### src/rtl/sample_player_pkg.sv
// Shared types and default constants for the sample player.
//   state_t      : playback FSM states
//   DEFAULT_DIV  : clocks per output sample
//   DEFAULT_FRAC : fractional bits in step/phase
package sample_player_pkg;

   typedef enum logic [1:0] {
      IDLE  = 2'd0,
      PLAY  = 2'd1,
      FETCH = 2'd2
   } state_t;

   localparam int unsigned DEFAULT_DIV  = 1042;
   localparam int unsigned DEFAULT_FRAC = 8;

endpackage

### src/rtl/sample_tick.sv
// Free-running output-rate divider: tick is a registered one-cycle pulse
// every DIV clocks, starting DIV clocks after reset release.
//   clk  : clock
//   rst  : synchronous active-high reset
//   tick : one-cycle pulse every DIV clocks
module sample_tick
   import sample_player_pkg::*;
#(
   parameter int unsigned DIV = DEFAULT_DIV
) (
   input  logic clk,
   input  logic rst,
   output logic tick
);

   localparam int unsigned CW = (DIV > 1) ? $clog2(DIV) : 1;

   logic [CW-1:0] cnt;

   // Count 0..DIV-1; tick registers the terminal count
   always_ff @(posedge clk) begin
      if (rst) begin
         cnt  <= '0;
         tick <= 1'b0;
      end else if (cnt == CW'(DIV - 1)) begin
         cnt  <= '0;
         tick <= 1'b1;
      end else begin
         cnt  <= cnt + CW'(1);
         tick <= 1'b0;
      end
   end

endmodule

### src/rtl/sample_player.sv
// Plays samples from an external registered ROM at a fixed output rate with a
// fractional phase step, volume scaling, optional looping and stop/restart.
//   clk, rst     : clock, synchronous active-high reset
//   start, stop  : play / halt pulses (stop wins)
//   loop         : wrap at end of ROM instead of finishing
//   step         : unsigned fixed-point phase increment (FRAC fractional bits)
//   volume       : unsigned gain, 255 ~ unity
//   rom_addr     : ROM address (integer part of phase)
//   rom_data     : ROM data, one cycle after rom_addr
//   sample       : scaled signed sample, updated every output tick
//   sample_valid : one-cycle pulse two cycles after each tick
//   busy, done   : playing / end-of-sample pulse (with its sample_valid)
`ifndef SAMPLES_LENGTH
`define SAMPLES_LENGTH 1024
`endif

module sample_player
   import sample_player_pkg::*;
#(
   parameter int unsigned LENGTH = `SAMPLES_LENGTH,
   parameter int unsigned WIDTH  = 20,
   parameter int unsigned ADDR   = $clog2(LENGTH),
   parameter int unsigned DIV    = DEFAULT_DIV,
   parameter int unsigned FRAC   = DEFAULT_FRAC
) (
   input  logic                    clk,
   input  logic                    rst,
   input  logic                    start,
   input  logic                    stop,
   input  logic                    loop,
   input  logic [ADDR+FRAC-1:0]    step,
   input  logic [7:0]              volume,
   output logic [ADDR-1:0]         rom_addr,
   input  logic signed [WIDTH-1:0] rom_data,
   output logic signed [WIDTH-1:0] sample,
   output logic                    sample_valid,
   output logic                    busy,
   output logic                    done
);

   localparam int unsigned PW    = ADDR + FRAC;
   localparam int unsigned PS    = PW + 1;
   localparam int unsigned PRODW = WIDTH + 9;
   localparam logic [PS-1:0] LIMIT = PS'(LENGTH) << FRAC;

   state_t                   state;
   logic [PW-1:0]            phase;
   logic [PW-1:0]            step_q;
   logic                     loop_q;
   logic                     tick;
   logic                     tick_d;

   logic [PS-1:0]            sum_c;
   logic [PS-1:0]            wrap_c;
   logic                     at_end_c;
   logic signed [PRODW-1:0]  prod_c;
   logic signed [WIDTH-1:0]  scaled_c;

   sample_tick #(.DIV(DIV)) u_tick (
      .clk  (clk),
      .rst  (rst),
      .tick (tick)
   );

   assign rom_addr = phase[PW-1:FRAC];

   // Next phase candidates and volume scaling (volume treated as unsigned)
   always_comb begin
      sum_c    = {1'b0, phase} + {1'b0, step_q};
      wrap_c   = sum_c - LIMIT;
      at_end_c = (sum_c >= LIMIT);
      prod_c   = rom_data * $signed({1'b0, volume});
      scaled_c = WIDTH'(prod_c >>> 8);
   end

   // Playback FSM; sample is zeroed on every tick unless a FETCH captures it
   always_ff @(posedge clk) begin
      if (rst) begin
         state        <= IDLE;
         phase        <= '0;
         step_q       <= '0;
         loop_q       <= 1'b0;
         tick_d       <= 1'b0;
         sample       <= '0;
         sample_valid <= 1'b0;
         busy         <= 1'b0;
         done         <= 1'b0;
      end else begin
         tick_d       <= tick;
         sample_valid <= tick_d;
         done         <= 1'b0;
         if (tick_d) begin
            sample <= '0;
         end

         if (stop) begin
            state <= IDLE;
            busy  <= 1'b0;
         end else if (start) begin
            // Restart; a capture already in progress still delivers its sample
            phase  <= '0;
            step_q <= step;
            loop_q <= loop;
            state  <= PLAY;
            busy   <= 1'b1;
            if (state == FETCH) begin
               sample <= scaled_c;
            end
         end else begin
            case (state)
               IDLE: begin
               end
               PLAY: begin
                  if (tick) begin
                     state <= FETCH;
                  end
               end
               FETCH: begin
                  sample <= scaled_c;
                  state  <= PLAY;
                  if (!at_end_c) begin
                     phase <= sum_c[PW-1:0];
                  end else if (loop_q) begin
                     // Huge steps can overshoot even after one wrap
                     phase <= (wrap_c >= LIMIT) ? '0 : wrap_c[PW-1:0];
                  end else begin
                     state <= IDLE;
                     busy  <= 1'b0;
                     done  <= 1'b1;
                  end
               end
               default: begin
                  state <= IDLE;
                  busy  <= 1'b0;
               end
            endcase
         end
      end
   end

endmodule

### config.mk
export PLATFORM = sky130hd
export DESIGN_NAME = sample_player
export DESIGN_NICKNAME = d
export VERILOG_FILES = /design/src/rtl/sample_player_pkg.sv /design/src/rtl/sample_tick.sv /design/src/rtl/sample_player.sv
export SDC_FILE = /design/constraint.sdc
export NUM_CORES = 1
export LEC_CHECK = 0
export ABC_AREA = 0
export CORE_MARGIN = 3
export CORE_UTILIZATION = 50
export DETAILED_ROUTE_END_ITERATION = 7
export PLACE_DENSITY = 0.71
export SLEW_MARGIN = 5
export SYNTH_ARGS = -nofsm -noshare
export SYNTH_HDL_FRONTEND = slang
export SYNTH_HIERARCHICAL = 1
export SYNTH_SLANG_ARGS = --single-unit
### constraint.sdc
create_clock -name clk -period 6.9 [get_ports clk]
set_input_delay 1.035 -clock clk [delete_from_list [all_inputs] [get_ports clk]]
set_output_delay 1.035 -clock clk [all_outputs]
set_load 0.01 [all_outputs]
==> metrics.md, run 1 <==
| Metric | Value |
|---|---|
| Clock buffers created by TritonCTS | 9 |
| Shortest period the worst path allows | around 6.1 ns |
| Number of global-route vias before repair | 7465 |
| Power density relative to cell area | roughly 250 mW/mm^2 |
| Critical R2R Launch | phase[0]$_SDFFE_PP0P_ |
| Nature of the critical path startpoint | input port |
| Die width | between 100 and 150 um |
| Worst Reg2Reg Path Length in Cells | 9 |
| Async set-reset flop share out of synthesis | 0 |
| CP Buf/Inv Count | 4 |
| Top metal layer carrying routed signals | met4 |
| Status | finished, final reports clean |
| Total routed wirelength | 20300 um |
| Switch share | 0.453 |
| Post-cts gate resize count | 0 |
| CTS H-Tree Depth | 3 |
| Hold Path Origin | step_q[8]$_SDFFE_PP0P_ |
| Port buffer count | a little over 80 |
| Area enclosed by the die boundary | around 0.02 mm^2 |
| Post-CTS repair timing setup buffer count | 0 |
| Worst setup path startpoint | volume[1] |
| Crit path top cell by count | fa_1 |
| Number of design-rule violations left by the first detailed-router iteration | between 300 and 400 |
| Critical path class | in -> reg |
| Area of the mapped netlist | 0.00915 mm^2 |
| Internal reg-to-reg setup slack | about 4.0 ns |
| Setup repair after global routing missed its margin | false |
| Min-Delay Endpoint | step_q[8]$_SDFFE_PP0P_ |
| Number of storage elements in the synthesis netlist | 75 |
| Arrival time reported for the critical path endpoint | about 6.4 ns |
| Relative slew slack | 0.282 |
| Post-CTS Hold Fix Bufs | 0 |
| Worst path max stage delay | approximately 0.93 ns |
| Endpoint kind of the worst setup timing path | flip-flop |
| Clock-pin slew on the worst setup and hold paths | around 0.06 ns |
| Critical Path, Cell by Cell | clkdlybuf4s50_1 > nand2_1 > fa_1 > inv_1 > fa_1 > fa_1 > inv_1 > fa_1 > inv_1 > ha_1 > and3_1 > a221oi_1 > o21a_1 > o21ai_0 > o21a_1 > or3_1 > a32o_1 |
| Share of layout cells above drive strength 1 | 0.0390 |
| Transition time of the tightest slew-check pin | between 1 and 1.5 ns |
| Vertical extent of the die | between 100 and 150 um |
| Destination of the worst register-to-register timing path | phase[15]$_SDFFE_PP0P_ |
| Leading area contributor after synthesis | fa_1 |
| Number of buffers on the longest clock path | 2 |
| Leakage Power | around 0.0048 uW |
| Final Cycle Share | 0.890 |
| Hold_ws | 0.463 ns |
| Highest clock frequency the design can meet | approximately 0.16 GHz |
| Multiplexer area fraction after synthesis | 0.00985 |
| Final setup vio count | 0 |
| Wire length on met3 | 793 um |
| Later-pin clock latency in the skew report | around 0.34 ns |
| Top flip-flop cell by instance count after synthesis | dfxtp_1 |
| Ratio of routed vias to standard cells | approximately 5.3 |
| Area contributors post-synth | fa_1, dfxtp_1, ha_1 |
| Clock Tree Root | clkbuf_16 |
| Initial antenna violation count | 0 |
| Post-route setup TNS | 0 ns |
| DRC errors left | 0 |
| Slowest library cell on the worst path | clkdlybuf4s50_1 |
| Core region area | between 0.015 and 0.02 mm^2 |
| Global-route wire length before repair | between 30000 and 40000 um |
| Standard-cell rows | between 40 and 50 |
| Detailed-route wire length per cell | roughly 15 um |
| Met2 WL post-DR | just under 10000 um |
| Antenna cell count | 0 |
| Final net count | between 1000 and 1500 |
| Clock sinks | 75 |
| Mean instance size in the synthesized netlist | 8.59 um^2 |
| Maximum fanout along the worst path | 18 |
| GR Util All Layers | 0.218 |
| Final hold vios | 0 |
| Number of unique standard cell types used by synthesis | 70 |
| GR Overflow Total | 0 |
| Largest family of logic cells by synthesized area | adder cells |
| Internal power component | between 1000 and 1500 uW |
| Metal-1 WL | roughly 9400 um |
| Signed area change from the synthesized netlist to the final layout | 13.2% |
| Starting density of the core | 0.520 |
| XOR/XNOR Fraction of Synth Area | 0.0325 |
| Cells after synthesis | about 1100 |
| Data required time at the worst endpoint | between 7 and 8 ns |
| Share of the synthesized area in the top cell type | 0.271 |
| Fillcell total | between 1500 and 2000 |
| Comb pwr share | 0.661 |
| Clock tree from TritonCTS | built |
| Top Family by Delay on Critical Path | adder cells |
| Clock Power Share | 0.167 |
| Synthesized-area fraction occupied by ao, oa, aoi and oai cells | 0.125 |
| Most frequently used cell type in the post-synthesis netlist | inv_1 |
| Yosys warns | 6 |
| Net switching power figure | ~1200 uW |
| Sequential Power Share | 0.172 |
| Hold path cells | 2 |
| EDFF count, synth | 0 |
| Net count of the mapped netlist | 1314 |
| Routability-driven placement congestion ratio | around 0.85 |
| Top cells by instance count after synthesis | inv_1, nand2_1, fa_1 |
| Total iterations of the first detailed-routing run | 5 |
| Max_cap viols | 0 |
| Count of pins on the block boundary | 84 |
| Path class of the lowest-slack min-delay path | reg -> reg |
| Placed wire-length estimate | around 16000 um |
| Via count | around 7200 |
| Adder and majority gate portion of the synthesized area | 0.373 |
| Maximum number of pins on one net before global-route repair | 53 |
| Final-report max-slew violation count | 0 |
| Peak ir drop on the vdd network | between 0.2 and 0.3 mV |
| Remaining antenna violation count after routing | 0 |
| Worst clock skew | approximately 0.0061 ns |
| Sequential element share of the synthesized area | 0.164 |
| Post-synthesis simple-gate area fraction | 0.195 |
-- power by group through the flow --
stage / registers, uW / clock network (uW) / logic, uW
6_report: 448 / 436 / 1720
4_1_cts: 448 / 445 / 1740
2_1_floorplan: 456 / 0 / 1340
5_1_grt: 449 / 463 / 2020
3_3_place_gp: 457 / 0 / 1700
3_5_place_dp: 457 / 0 / 1720
-- state kept, by name, indices dropped and copies added, names as in the netlist --
| register | cells |
|---|---|
| busy | 1 |
| done | 1 |
| loop_q | 1 |
| phase | 18 |
| sample | 20 |
| sample_valid | 1 |
| state | 2 |
| step_q | 18 |
| tick_d | 1 |
| u_tick/cnt | 11 |
| u_tick/tick | 1 |
-- worst max-delay path by stage --
stage | endpoint | slack, ns | cells past startpoint
finish | sample[17]$_SDFF_PP0_ | 0.76 | 17
global route | sample[18]$_SDFF_PP0_ | 0.41 | 17
CTS | sample[17]$_SDFF_PP0_ | 0.79 | 17
detailed placement | sample[17]$_SDFF_PP0_ | 0.43 | 17
global placement | sample[18]$_SDFF_PP0_ | 0.54 | 17
floorplan | sample[17]$_SDFF_PP0_ | 1.14 | 18
-- tightest hold or removal path, cell delays in order, from the launching register on --
cell,delay [ns]
dfxtp_1,0.31
nand2_1,0.05
a21oi_1,0.05
-- metrics by stage --
stage | instances | total power (uW) | area, um^2 | util | setup slack (ns)
after floorplan | 1065 | 1800 | 9150 | - | 1.14
after global placement | 1338 | 2160 | 10100 | 0.573 | 0.538
after detailed placement | 1338 | 2180 | 10100 | 0.573 | 0.428
after CTS | 1354 | 2630 | 10400 | 0.589 | 0.794
after global routing | 1354 | 2930 | 10400 | 0.589 | 0.408
final | 1354 | 2600 | 10400 | 0.589 | 0.758
-- placed cells by master (no fill, tap or decap), types with 5 or more instances in the layout --
cell and n:
o21a_1 9, and2_1 88, nor3_1 6, xnor2_1 24, xor2_1 10, inv_1 180
dfxtp_1 75, nand3_1 19, nor2b_1 6, nand2b_1 8, a31oi_1 8, clkdlybuf4s50_1 82
nand3b_1 7, fa_1 124, a21oi_1 56, clkbuf_16 9, nor2_1 45, ha_1 74
o211ai_1 5, o31ai_1 8, a211oi_1 7, a21o_1 11, mux2i_1 9, buf_4 9
nand2_1 143, nand4_1 7, o21ai_0 26
-- metal layers --
| layer | up-vias | track usage |
|---|---|---|
| li1 | 3529 | - |
| met1 | 3507 | 0.300 |
| met2 | 138 | 0.370 |
| met3 | 25 | 0.0330 |
| met4 | 0 | 0.0433 |
| met5 | - | 0 |
-- kinds of logic (layout without fill, tap and decap cells) --
kind of cell             Yosys count  count (layout)
AO/OA/AOI/OAI                    167             167
flip-flops                        75              75
adder cells (fa/ha/maj)          198             198
buffers and inverters            224             288
XOR/XNOR                          34              34
AND/OR/NAND/NOR                  358             358
multiplexers                       9               9
-- area by class of cell --
| class | instances | area [um^2] | area share |
|---|---|---|---|
| Clock buffer | 9 | 225 | 0.0217 |
| Clock inverter | 7 | 55.1 | 0.00532 |
| Inverter | 180 | 676 | 0.0652 |
| Multi-Input combinational cell | 766 | 6730 | 0.649 |
| Sequential cell | 75 | 1500 | 0.145 |
| Tap cell | 225 | 282 | 0.0272 |
| Timing Repair Buffer | 92 | 893 | 0.0863 |
Power figures use the tool's default switching activity.
==> inputs of run 2 (changes only) <==
Settings changed: CORE_MARGIN 3 to unset.
==> metrics.md, run 2 (synthesis gave the netlist of run 1 again) <==
| Metric | Value |
|---|---|
| Power density relative to cell area | 259 mW/mm^2 (+2.8%) |
| Relative slew slack | 0.303 (+0.0213) |
| Slowest library cell on the worst path | clkdlybuf4s50_1 |
| Final hold vios | 0 (unchanged) |
| DRC errors left | 0 (unchanged) |
| Standard-cell rows | 49 (+2.1%) |
| Peak ir drop on the vdd network | 0.265 mV (-8.7%) |
| Most flop-heavy register | sample |
| Clock-pin slew on the worst setup and hold paths | 0.07 ns (about the same) |
| Worst clock skew | 0.00999 ns (+0.00390 ns) |
| Sequential Power Share | 0.166 (-0.006) |
| Post-CTS repair timing setup buffer count | 0 (unchanged) |
| Data required time at the worst endpoint | 7.14 ns (about the same) |
| Port buffer count | 83 (unchanged) |
| Clock buffers created by TritonCTS | 9 (unchanged) |
| Starting density of the core | 0.509 (-0.0106) |
| Commonest cells after routing, fill and taps aside | inv_1, nand2_1, fa_1 |
| Global-route wire length before repair | 34300 um (-4.1%) |
| Max_cap viols | 0 (unchanged) |
| Initial antenna violation count | 0 (unchanged) |
| Final setup vio count | 0 (unchanged) |
| Registers with the highest flip-flop counts | sample (20), phase (18), step_q (18) |
| Antenna cell count | 0 (unchanged) |
| CTS H-Tree Depth | 3 (unchanged) |
| Shortest period the worst path allows | 5.99 ns (-0.153 ns) |
| Arrival time reported for the critical path endpoint | 6.23 ns (-0.15 ns) |
| Signed area change from the synthesized netlist to the final layout | 13.9% |
| # placed instances | 1343 (+0.37%) |
| Clock sinks | 75 (unchanged) |
| Clock Tree Root | clkbuf_16 |
| Final net count | 1374 (+0.073%) |
| Path class of the lowest-slack min-delay path | reg -> reg |
| Post-CTS Hold Fix Bufs | 0 (unchanged) |
| Leading cell type in the layout, fill and taps excluded | inv_1 |
| Critical Path, Cell by Cell | clkdlybuf4s50_1 > buf_4 > nand2_1 > fa_1 > inv_1 > fa_1 > fa_1 > inv_1 > fa_1 > inv_1 > ha_1 > a211oi_1 > o21ai_0 > nand2_1 > o21ai_0 > o21a_1 > or3_1 > a32o_1 |
| Combined area of the multi-input logic cells | 0.00673 mm^2 (unchanged) |
| Share of layout cells above drive strength 1 | 0.0398 (+0.000850) |
| Post-cts gate resize count | 0 (unchanged) |
| Ratio of routed vias to standard cells | 5.36 (+0.78%) |
| Endpoint kind of the worst setup timing path | flip-flop |
| Later-pin clock latency in the skew report | 0.34 ns (about the same) |
| CP Buf/Inv Count | 5 (+1) |
| Area enclosed by the die boundary | 0.0188 mm^2 (-5.6%) |
| Nature of the critical path startpoint | input port |
| Count of pins on the block boundary | 84 (unchanged) |
| Routability-driven placement congestion ratio | 0.876 (+3.4%) |
| Core region area | 0.0180 mm^2 (+2.1%) |
| Final non-filler cell total | 1359 (+0.37%) |
| Number of buffers on the longest clock path | 2 (unchanged) |
| Vertical extent of the die | 137 um (-2.8%) |
| Net switching power figure | 1190 uW (+1.1%) |
| GR Overflow Total | 0 (unchanged) |
| Die width | 137 um (-2.8%) |
| Remaining antenna violation count after routing | 0 (unchanged) |
| Setup repair after global routing missed its margin | false |
| Clock Power Share | 0.190 (+0.023) |
| Leakage Power | 0.00487 uW (+0.53%) |
| Maximum number of pins on one net before global-route repair | 53 (unchanged) |
| Transition time of the tightest slew-check pin | 1.05 ns (-0.0320 ns) |
| GR Util All Layers | 0.230 (+0.0117) |
| Post-route setup TNS | 0 ns (unchanged) |
| Worst path max stage delay | 0.68 ns (-0.25 ns) |
| Detailed-route wire length per cell | 14.6 um (-2.6%) |
| Maximum fanout along the worst path | 11 (-7) |
| Comb pwr share | 0.644 (-0.017) |
| Fillcell total | 1678 (+3.2%) |
| Hold_ws | 0.459 ns (-0.00353 ns) |
| Status | finished, final reports clean |
| Total iterations of the first detailed-routing run | 4 (-1) |
| Highest clock frequency the design can meet | 0.167 GHz (+2.6%) |
| Final-report max-slew violation count | 0 (unchanged) |
| Flip-flop count of the largest register, all copies and words added | 20 (unchanged) |
| Top Family by Delay on Critical Path | adder cells |
| Clock tree from TritonCTS | built |
| Internal power component | 1500 uW (+5.3%) |
| Total routed wirelength | 19800 um (-2.2%) |
| Area of all sequential standard cells | 0.00150 mm^2 (unchanged) |
| Critical path class | in -> reg |
| Placed wire-length estimate | 15600 um (-2.6%) |
| Switch share | 0.443 (-0.0101) |
| Number of design-rule violations left by the first detailed-router iteration | 306 (-7.6%) |
| Final Cycle Share | 0.868 (-0.0222) |
| Number of global-route vias before repair | 7374 (-1.2%) |
| Via count | 7282 (+1.2%) |
| Crit path top cell by count | fa_1 |
## run 2: cell type report
class                      count  area share
clock buffer                   9      0.0216
clock inverter                 7     0.00973
inverter                     180      0.0649
multi-input combinational    766       0.646
sequential                    75       0.144
tap                          229      0.0275
timing repair buffer          93      0.0865
## run 2: path summary, 6_finish.rpt
path | startpoint | end | slack (ns) | depth (start not counted)
worst max-delay path | volume[2] | sample[17]$_SDFF_PP0_ | 0.91 | 18
worst min-delay path | sample[7]$_SDFF_PP0_ | sample[7]$_SDFF_PP0_ | 0.46 | 2
worst max register to register | phase[0]$_SDFFE_PP0P_ | phase[13]$_SDFFE_PP0P_ | 3.95 | 9
worst min register to register | sample[7]$_SDFF_PP0_ | sample[7]$_SDFF_PP0_ | 0.46 | 2
## run 2: power groups by stage
stage | clock (uW) | sequential, uW | combinational [uW]
2_1_floorplan | 0 | 456 | 1340
3_3_place_gp | 0 | 457 | 1700
3_5_place_dp | 0 | 457 | 1720
4_1_cts | 520 | 448 | 1740
5_1_grt | 538 | 449 | 2020
6_report | 512 | 448 | 1730
## run 2: routing by layer
layer | routed length [um] | vias up | GRT usage
li1 | - | 3539 | -
met1 | 9070 | 3565 | 0.304
met2 | 9630 | 150 | 0.395
met3 | 758 | 28 | 0.0338
met4 | 371 | 0 | 0.0556
met5 | 0 | - | 0
## run 2: metrics by stage
stage / cell area (um^2) / worst slack [ns] / total power [uW] / util
6_report: 10400 / 0.911 / 2690 / 0.580
5_1_grt: 10400 / 0.522 / 3010 / 0.580
4_1_cts: 10400 / 0.925 / 2710 / 0.580
3_5_place_dp: 10100 / 0.582 / 2180 / 0.562
2_1_floorplan: 9150 / 1.14 / 1800 / -
3_3_place_gp: 10100 / 0.651 / 2160 / 0.562
## run 2: worst reg2reg max path, delay by kind of cell (launching register included)
kind	cells	cell delay [ns]
compound gates	4	1.35
fa+ha+maj	2	0.66
flops	1	0.31
simple gates	3	0.53
